<file path="src/rtl/pipemdu_ctrl_pkg.sv">
// Shared encodings for the multiply/divide sequencer: operation codes, FSM states, iteration count.
package pipemdu_ctrl_pkg;

    typedef logic [1:0] mdu_op_t;

    localparam mdu_op_t MDU_MULT  = 2'b00;
    localparam mdu_op_t MDU_MULTU = 2'b01;
    localparam mdu_op_t MDU_DIV   = 2'b10;
    localparam mdu_op_t MDU_DIVU  = 2'b11;

    localparam logic [1:0] S_IDLE = 2'd0;
    localparam logic [1:0] S_CALC = 2'd1;
    localparam logic [1:0] S_FIX  = 2'd2;

    localparam int MDU_STEPS = 32;

endpackage

</file>
<file path="src/rtl/pipemdu_ctrl_if.sv">
// E-stage side of the multiply/divide unit: issue/decode inputs, stall and HI/LO results out.
interface pipemdu_ctrl_if;
    import pipemdu_ctrl_pkg::*;

    logic        estart;
    mdu_op_t     eop;
    logic [31:0] ea;
    logic [31:0] eb;
    logic        emfhi;
    logic        emflo;
    logic        estall;
    logic        busy;
    logic [31:0] hi;
    logic [31:0] lo;
    logic [31:0] ehilo;
    logic        done;

    modport master (
        output estart, eop, ea, eb, emfhi, emflo,
        input  estall, busy, hi, lo, ehilo, done
    );

    modport slave (
        input  estart, eop, ea, eb, emfhi, emflo,
        output estall, busy, hi, lo, ehilo, done
    );

endinterface

</file>
<file path="src/rtl/pipemdu_ctrl_mdu_step.sv">
// One combinational iteration: shift-add multiply on {acc, multiplier} or restoring divide on {rem, quot}.
module mdu_step (
    input  logic        i_div,
    input  logic [63:0] i_work,
    input  logic [31:0] i_opd,
    output logic [63:0] o_work
);

    logic [32:0] w_sum;
    logic [32:0] w_rem_sh;
    logic [32:0] w_diff;
    logic        w_ge;
    logic [31:0] w_rem_new;

    assign w_sum     = {1'b0, i_work[63:32]} + (i_work[0] ? {1'b0, i_opd} : 33'd0);
    assign w_rem_sh  = {i_work[63:32], i_work[31]};
    assign w_diff    = w_rem_sh - {1'b0, i_opd};
    assign w_ge      = ~w_diff[32];
    // When the trial subtract fails the shifted remainder is below the divisor, so 32 bits hold it.
    assign w_rem_new = w_ge ? w_diff[31:0] : w_rem_sh[31:0];

    always_comb begin
        o_work = {w_sum, i_work[31:1]};
        if (i_div) begin
            o_work = {w_rem_new, i_work[30:0], w_ge};
        end
    end

endmodule

</file>
<file path="src/rtl/pipemdu_ctrl.sv">
// HI/LO owner and 32-step mult/div sequencer; stalls the front of the pipe on HI/LO consumers while busy.
module pipemdu_ctrl
    import pipemdu_ctrl_pkg::*;
#(
    parameter int STEPS = MDU_STEPS
) (
    input  logic           clk,
    input  logic           clrn,
    pipemdu_ctrl_if.slave  mdu
);

    localparam int CW = $clog2(STEPS);

    logic [1:0]    r_state;
    logic [CW-1:0] r_cnt;
    logic [63:0]   r_work;
    logic [31:0]   r_opd;
    logic          r_div;
    logic          r_neg_q;
    logic          r_neg_r;
    logic [31:0]   r_hi;
    logic [31:0]   r_lo;

    logic          w_signed;
    logic          w_div;
    logic          w_sa;
    logic          w_sb;
    logic [31:0]   w_abs_a;
    logic [31:0]   w_abs_b;
    logic          w_accept;
    logic [63:0]   w_next;
    logic [63:0]   w_prod;
    logic [31:0]   w_quot;
    logic [31:0]   w_rem;

    assign w_signed = ~mdu.eop[0];
    assign w_div    = mdu.eop[1];
    assign w_sa     = w_signed & mdu.ea[31];
    assign w_sb     = w_signed & mdu.eb[31];
    assign w_abs_a  = w_sa ? -mdu.ea : mdu.ea;
    assign w_abs_b  = w_sb ? -mdu.eb : mdu.eb;
    assign w_accept = (r_state == S_IDLE) & mdu.estart;

    mdu_step u_step (
        .i_div  (r_div),
        .i_work (r_work),
        .i_opd  (r_opd),
        .o_work (w_next)
    );

    // Remainder is restored to the dividend's sign; with a zero divisor that reproduces ea exactly.
    assign w_prod = r_neg_q ? -r_work : r_work;
    assign w_quot = r_neg_q ? -r_work[31:0] : r_work[31:0];
    assign w_rem  = r_neg_r ? -r_work[63:32] : r_work[63:32];

    always_ff @(posedge clk or posedge clrn) begin
        if (clrn) begin
            r_state <= S_IDLE;
            r_cnt   <= '0;
            r_work  <= '0;
            r_opd   <= '0;
            r_div   <= 1'b0;
            r_neg_q <= 1'b0;
            r_neg_r <= 1'b0;
            r_hi    <= '0;
            r_lo    <= '0;
        end else begin
            case (r_state)
                S_IDLE: begin
                    if (w_accept) begin
                        r_state <= S_CALC;
                        r_cnt   <= '0;
                        r_div   <= w_div;
                        r_opd   <= w_div ? w_abs_b : w_abs_a;
                        r_work  <= {32'd0, (w_div ? w_abs_a : w_abs_b)};
                        // Divide by zero keeps the all-ones quotient uncorrected.
                        r_neg_q <= (w_sa ^ w_sb) & (~w_div | (|mdu.eb));
                        r_neg_r <= w_div & w_sa;
                    end
                end
                S_CALC: begin
                    r_work <= w_next;
                    r_cnt  <= r_cnt + 1'b1;
                    if (r_cnt == CW'(STEPS - 1)) begin
                        r_state <= S_FIX;
                    end
                end
                S_FIX: begin
                    r_hi    <= r_div ? w_rem  : w_prod[63:32];
                    r_lo    <= r_div ? w_quot : w_prod[31:0];
                    r_state <= S_IDLE;
                end
                default: r_state <= S_IDLE;
            endcase
        end
    end

    assign mdu.busy   = (r_state != S_IDLE);
    assign mdu.done   = (r_state == S_FIX);
    assign mdu.estall = mdu.busy & (mdu.estart | mdu.emfhi | mdu.emflo);
    assign mdu.hi     = r_hi;
    assign mdu.lo     = r_lo;
    assign mdu.ehilo  = mdu.emfhi ? r_hi : r_lo;

endmodule

</file>
<file path="src/flat_wrapper.sv">
// flat-port wrapper written by rule: the top's interface ports become plain ports
module pipemdu_ctrl_flat import pipemdu_ctrl_pkg::*;
#(
    parameter int STEPS = MDU_STEPS
)
  (clk, clrn, mdu_estart, mdu_eop, mdu_ea, mdu_eb, mdu_emfhi, mdu_emflo, mdu_estall, mdu_busy, mdu_hi, mdu_lo, mdu_ehilo, mdu_done);
  pipemdu_ctrl_if mdu_i ();
  input  logic clk;
  input  logic clrn;
  input wire logic [$bits(mdu_i.estart)-1:0] mdu_estart;
  input wire logic [$bits(mdu_i.eop)-1:0] mdu_eop;
  input wire logic [$bits(mdu_i.ea)-1:0] mdu_ea;
  input wire logic [$bits(mdu_i.eb)-1:0] mdu_eb;
  input wire logic [$bits(mdu_i.emfhi)-1:0] mdu_emfhi;
  input wire logic [$bits(mdu_i.emflo)-1:0] mdu_emflo;
  output wire logic [$bits(mdu_i.estall)-1:0] mdu_estall;
  output wire logic [$bits(mdu_i.busy)-1:0] mdu_busy;
  output wire logic [$bits(mdu_i.hi)-1:0] mdu_hi;
  output wire logic [$bits(mdu_i.lo)-1:0] mdu_lo;
  output wire logic [$bits(mdu_i.ehilo)-1:0] mdu_ehilo;
  output wire logic [$bits(mdu_i.done)-1:0] mdu_done;
  assign mdu_i.estart = mdu_estart;
  assign mdu_i.eop = mdu_eop;
  assign mdu_i.ea = mdu_ea;
  assign mdu_i.eb = mdu_eb;
  assign mdu_i.emfhi = mdu_emfhi;
  assign mdu_i.emflo = mdu_emflo;
  assign mdu_estall = mdu_i.estall;
  assign mdu_busy = mdu_i.busy;
  assign mdu_hi = mdu_i.hi;
  assign mdu_lo = mdu_i.lo;
  assign mdu_ehilo = mdu_i.ehilo;
  assign mdu_done = mdu_i.done;
  pipemdu_ctrl #(.STEPS(STEPS)) u_core (.clk(clk), .clrn(clrn), .mdu(mdu_i));
endmodule
</file>
<file path="config.mk">
export PLATFORM = sky130hd
export DESIGN_NAME = pipemdu_ctrl_flat
export DESIGN_NICKNAME = d
export VERILOG_FILES = /design/src/rtl/pipemdu_ctrl_pkg.sv /design/src/rtl/pipemdu_ctrl_if.sv /design/src/rtl/pipemdu_ctrl_mdu_step.sv /design/src/rtl/pipemdu_ctrl.sv /design/src/flat_wrapper.sv
export SDC_FILE = /design/constraint.sdc
export NUM_CORES = 1
export LEC_CHECK = 0
export CAP_MARGIN = 20
export CORE_ASPECT_RATIO = 0.75
export CORE_MARGIN = 3
export CORE_UTILIZATION = 48
export CTS_CLUSTER_DIAMETER = 40
export DETAILED_ROUTE_END_ITERATION = 12
export HOLD_SLACK_MARGIN = 0.15
export PLACE_DENSITY = 0.72
export SETUP_SLACK_MARGIN = 0.5
export SLEW_MARGIN = 20
export SYNTH_ARGS = -nofsm -noshare
export SYNTH_HDL_FRONTEND = slang
export SYNTH_HIERARCHICAL = 1
export SYNTH_SLANG_ARGS = --single-unit
</file>
<file path="constraint.sdc">
create_clock -name clk -period 6.6 [get_ports clk]
set_input_delay 1.32 -clock clk [delete_from_list [all_inputs] [get_ports clk]]
set_output_delay 1.32 -clock clk [all_outputs]
set_load 0.005 [all_outputs]
</file>
**Word level (Yosys, flattened, before mapping)**

Cells that the tools add are included.

- RAM bits: 0
- Output and inout port bits: 99
- Memories kept: 0
- Bits in latches: 0
- Word-level logic and storage cells: 62
- ROM bits: 0
- Input port bits: 71
- Register bits: 170

- $mul: 0
- Magnitude comparators: 0
- $add $sub $neg: 8
- Reductions and logical operators: 7
- Mux-type cells: 20
- Shifts and indexed selects: 0
- Div/mod/pow operators: 0
- Eq/ne operators: 5
- Bitwise logic cells: 13

Operators by type and width:

| kind | count |
|---|---|
| 32-bit two-way mux | 11 |
| 64-bit two-way mux | 3 |
| 32-bit negation | 4 |
| 64-bit one-hot mux with 2 select lines | 1 |
| 64-bit negation | 1 |
| 32-bit by 33-bit adder with 33-bit output | 1 |
| 33-bit by 32-bit subtractor with 33-bit output | 1 |
| 32-bit OR reduction | 1 |
| 5-bit one-hot mux with 2 select lines | 1 |
| 1-bit AND | 6 |
| 2-bit AND reduction | 3 |
| 5-bit by 1-bit adder with 5-bit output (second input constant) | 1 |
| 5-bit equality test (second input constant) | 1 |
| 5-bit two-way mux | 1 |
| 2-bit two-way mux | 2 |
| 2-bit by 1-bit inequality test with 1-bit output (second input constant) | 2 |
| 2-bit one-hot mux with 2 select lines | 1 |
| 2-bit nonzero test | 2 |
| 1-bit NOT | 3 |
| 1-bit bitwise OR | 3 |
| 2-bit by 1-bit equality test with 1-bit output (second input constant) | 1 |
| 2-bit equality test (second input constant) | 1 |
| 2-bit zero test | 1 |
| 1-bit XOR | 1 |

**Depth between registers and ports, before layout**

- Word-level depth: 6
- Depth in mapped cells: 16
- Mapped depth without buffers: 14

**By module**

Netlist, hierarchy kept.

Modules (own cells, without submodules):

| module | area an instance (sq um) | cells each | seq. area each (sq um) | instances |
|---|---|---|---|---|
| pipemdu_ctrl | 10842.9 | 1285 | 4254.1 | 1 |
| mdu_step | 4820.9 | 688 | 0.0 | 1 |

**Least setup slack after synthesis**

Ideal clock, no wire load.

- Kind: input to output
- Start point: in mdu_emfhi
- End point: out mdu_ehilo[10]
- Stages: 3
- Slack: 3035 ps
- Required time: 5280 ps
- Path buffers: 2
- Arrival time: 2245 ps
- Path through: clkbuf_1 > clkbuf_1 > mux2_2

- Longest elaborated chain between the ends: 1

Ends and longest elaborated chain:

| what | RTL line | source |
|---|---|---|
| start: declaration | flat_wrapper.sv:14 | `input wire logic [$bits(mdu_i.emfhi)-1:0] mdu_emfhi;` |
| 32-bit two-way mux | pipemdu_ctrl.sv:103 | `assign mdu.ehilo = mdu.emfhi ? r_hi : r_lo;` |
| end: declaration | flat_wrapper.sv:20 | `output wire logic [$bits(mdu_i.ehilo)-1:0] mdu_ehilo;` |

Every way passes these cells.

**Worst setup path in the final report**

- Start point: in mdu_emfhi
- End point: out mdu_ehilo[8]

The elaborated chain is that of the path after synthesis.

==> flow_summary.ini <==
[run_status]
outcome = finished, final reports clean

[finish]
finalInstanceArea_mm2 = 0.0182
area_growth_pct = 16.0
nets = 2209
drive_gt1_share_pct = 8.03
final_util_pct = 57.4
diodes = 0

[cts]
post_cts_buffers = 0
clockBufferDepth = 2
cts.clk_slew.worst_paths_ps = 70
clock-root-buffer = clkbuf_16
ctsResizeCount = 0
cts.sinks = 170
cts_made_buffers = 17
clk_latency_ps = 450
cts.htree.levels = 4
tritoncts = done
hold_buffers = 0

[timing]
hold_viol = 0
finalCriticalPeriod_ps = 4310
slew_headroom_pct = 27.0
rsz0062_at_grt = false
setup_ws_ps = 2290
tns_ps = 0
clock_skew_ps = 20.3
setup_viol = 0
slew_viol_final = 0
period_share_pct = 65.4
worst_pin_slew_ps = 1090
max_freq_mhz = 232

[floorplan]
core_mm2 = 0.0317
top_level_ports = 170
die_y_um = 162
initial_core_util_pct = 49.5
rows = 56
die_area_mm2 = 0.0349
die_w_um = 215

[yosys]
netlist_instances = 1973
yosys_warnings = 6
seq_area_frac_synth_pct = 27.2
yosysTopAreaCellShare_pct = 27.2
synth_edf_count = 0
synth.most_common_cell = nand2_1
synth.distinct_cells = 91
ys_ff_latch = 170
synth_ff_type = dfrtp_1
synth_nets = 2116
synth.cell_area_mm2 = 0.0157
yosys-top-cells-area = dfrtp_1 27%, nand2_1 6.2%, ha_1 5.6%
synthArstFlopShare_pct = 100
syn_avg_cell_area_um2 = 7.94
synth_common_cells = 260 x nand2_1, 170 x dfrtp_1, 132 x a21oi_1, 130 x nor2_1, 129 x o21ai_0
yosys.area.top_type = dfrtp_1

[critical_path]
crit_fanout = 33
worstPathRequired_ps = 5280
max_stage_delay_ps = 460
arrival_ps = 2990
path_delay_family = buffers and inverters
crit_buf_inv = 3
crit_path_end_kind = output port
setup.worst_path.class = input pin to output port
cp-start-kind = input pin
crit_path_top_delay_cell = clkdlybuf4s50_1
cp_common_cell = clkdlybuf4s50_1
crit_chain = clkdlybuf4s50_1 > buf_4 > mux2_2 > clkdlybuf4s50_1

[global_route]
grt_max_degree = 111
grt_overflow = 0
met3_usage_pct = 7.91
grt_pass1_vias = 14500
groute.usage.overall_pct = 31.3
grt_use_met1_pct = 46.8
busiest_layer = met1
grt_pass1_wl_mm = 86.8
grt_antenna_before_repair = 0
met2_usage_pct = 45.0

[drt]
drc = 0
drtPass1Iterations = 6
drtAntennaViolNets = 0
drt_iter0_drc = 2349
wirelength_mm = 56.2
routed-via-count = 16200
wl_per_cell_um = 22.4
via_per_inst = 6.43

[placement]
port_buffers = 169
place_area_mm2 = 0.0176
hpwl_mm = 43.0
place_congestion = 0.980
pre_cts_slack_ps = 2270

[pwr]
p_leak_nw = 7.51
powerDensity_mw_per_mm2 = 546
vdd_ir_drop_max_v = 0.000299

[run]
cap_violations = 0

[min_path]
hold_class = flip-flop to flip-flop
per-stage QoR:
stage	total power [mW]	cells	hold WS, ps
3_3_place_gp	8.52	2482	467
4_1_cts	9.73	2514	490
3_5_place_dp	8.64	2482	476
2_1_floorplan	6.82	1973	449
5_1_grt	10.6	2514	511
6_report	9.93	2514	489
kinds of logic after synthesis:
group                    share of synthesized area (%)
XOR/XNOR                                          9.34
flip-flops                                        27.2
multiplexers                                      6.30
buffers and inverters                             4.76
AND/OR/NAND/NOR                                   21.1
AO/OA/AOI/OAI                                     25.4
adder cells (fa/ha/maj)                           5.85
layout make-up:
cell class / count / area, um2
Tap cell: 435 / 544
Inverter: 68 / 260
Multi-Input combinational cell: 1621 / 10700
Fill cell: 2961 / 13500
Clock buffer: 18 / 439
Timing Repair Buffer: 188 / 1830
Clock inverter: 14 / 158
Sequential cell: 170 / 4260
metal layers:
metal  part of all wire [%]  wire (um)
met3                     11       6380
met5                      0          0
met1                     46      25700
met2                     41      23000
met4                    2.1       1170
flip-flops by register name, indices dropped and copies added (netlist names):
signal,flops
u_core/r_div,1
u_core/r_neg_q,1
u_core/r_state,2
u_core/r_opd,32
u_core/mdu.hi,32
u_core/mdu.lo,32
u_core/r_work,64
u_core/r_neg_r,1
u_core/r_cnt,5
placed cells by master (no fill, tap or decap), types with 8 or more instances in the layout:
cell,n
o21ai_0,129
mux2_2,68
a22oi_1,15
or3_1,17
o41ai_1,12
nand2b_1,12
o31ai_1,32
nor3_1,42
or4_1,20
xnor2_1,73
a21o_1,38
dfrtp_1,169
a21oi_2,10
o211ai_1,10
nand4_1,20
nor4_1,32
ha_1,70
clkbuf_16,17
a21oi_1,132
inv_1,66
o221ai_1,24
a31oi_1,20
o21a_1,11
nor2_1,130
clkdlybuf4s50_1,169
xor2_1,94
o21bai_1,9
and3_1,21
o21ai_1,64
nand3_1,34
mux2i_1,21
buf_4,19
nor2b_1,8
nand2_1,259
and2_1,43
o31a_1,9
a211oi_1,18
worst register-to-register path, stage by stage (launching register included):
cell and delay, ps:
dfrtp_1 460, inv_1 90, ha_1 240, fa_1 400, nor2b_1 210, o31ai_1 150
a21o_1 270, o211ai_4 290, a31oi_4 170, o211ai_4 810, buf_4 370, mux2_1 350
nand2_1 80, o21ai_2 60, nand2_1 80, o21ai_0 80
path summary, 6_finish.rpt:
| kind | slack, ps | cells past startpoint | from | endpoint |
|---|---|---|---|---|
| worst max-delay path | 2290 | 4 | mdu_emfhi | mdu_ehilo[8] |
| worst min-delay path | 490 | 1 | u_core/r_cnt[3] | u_core/r_cnt[3] |
| worst max register to register | 2350 | 15 | u_core/r_work[31] | u_core/r_work[48] |
| worst min register to register | 490 | 1 | u_core/r_cnt[3] | u_core/r_cnt[3] |
| max in group asynchronous | 3970 | 3 | clrn | u_core/mdu.hi[19] |
| min in group asynchronous | 1450 | 2 | clrn | u_core/r_opd[14] |
power breakdown:
part	switching, mW	internal [mW]
registers	0.880	1.42
logic	3.88	2.70
clock network	0.473	0.578
(Power assumes the default switching activity.)
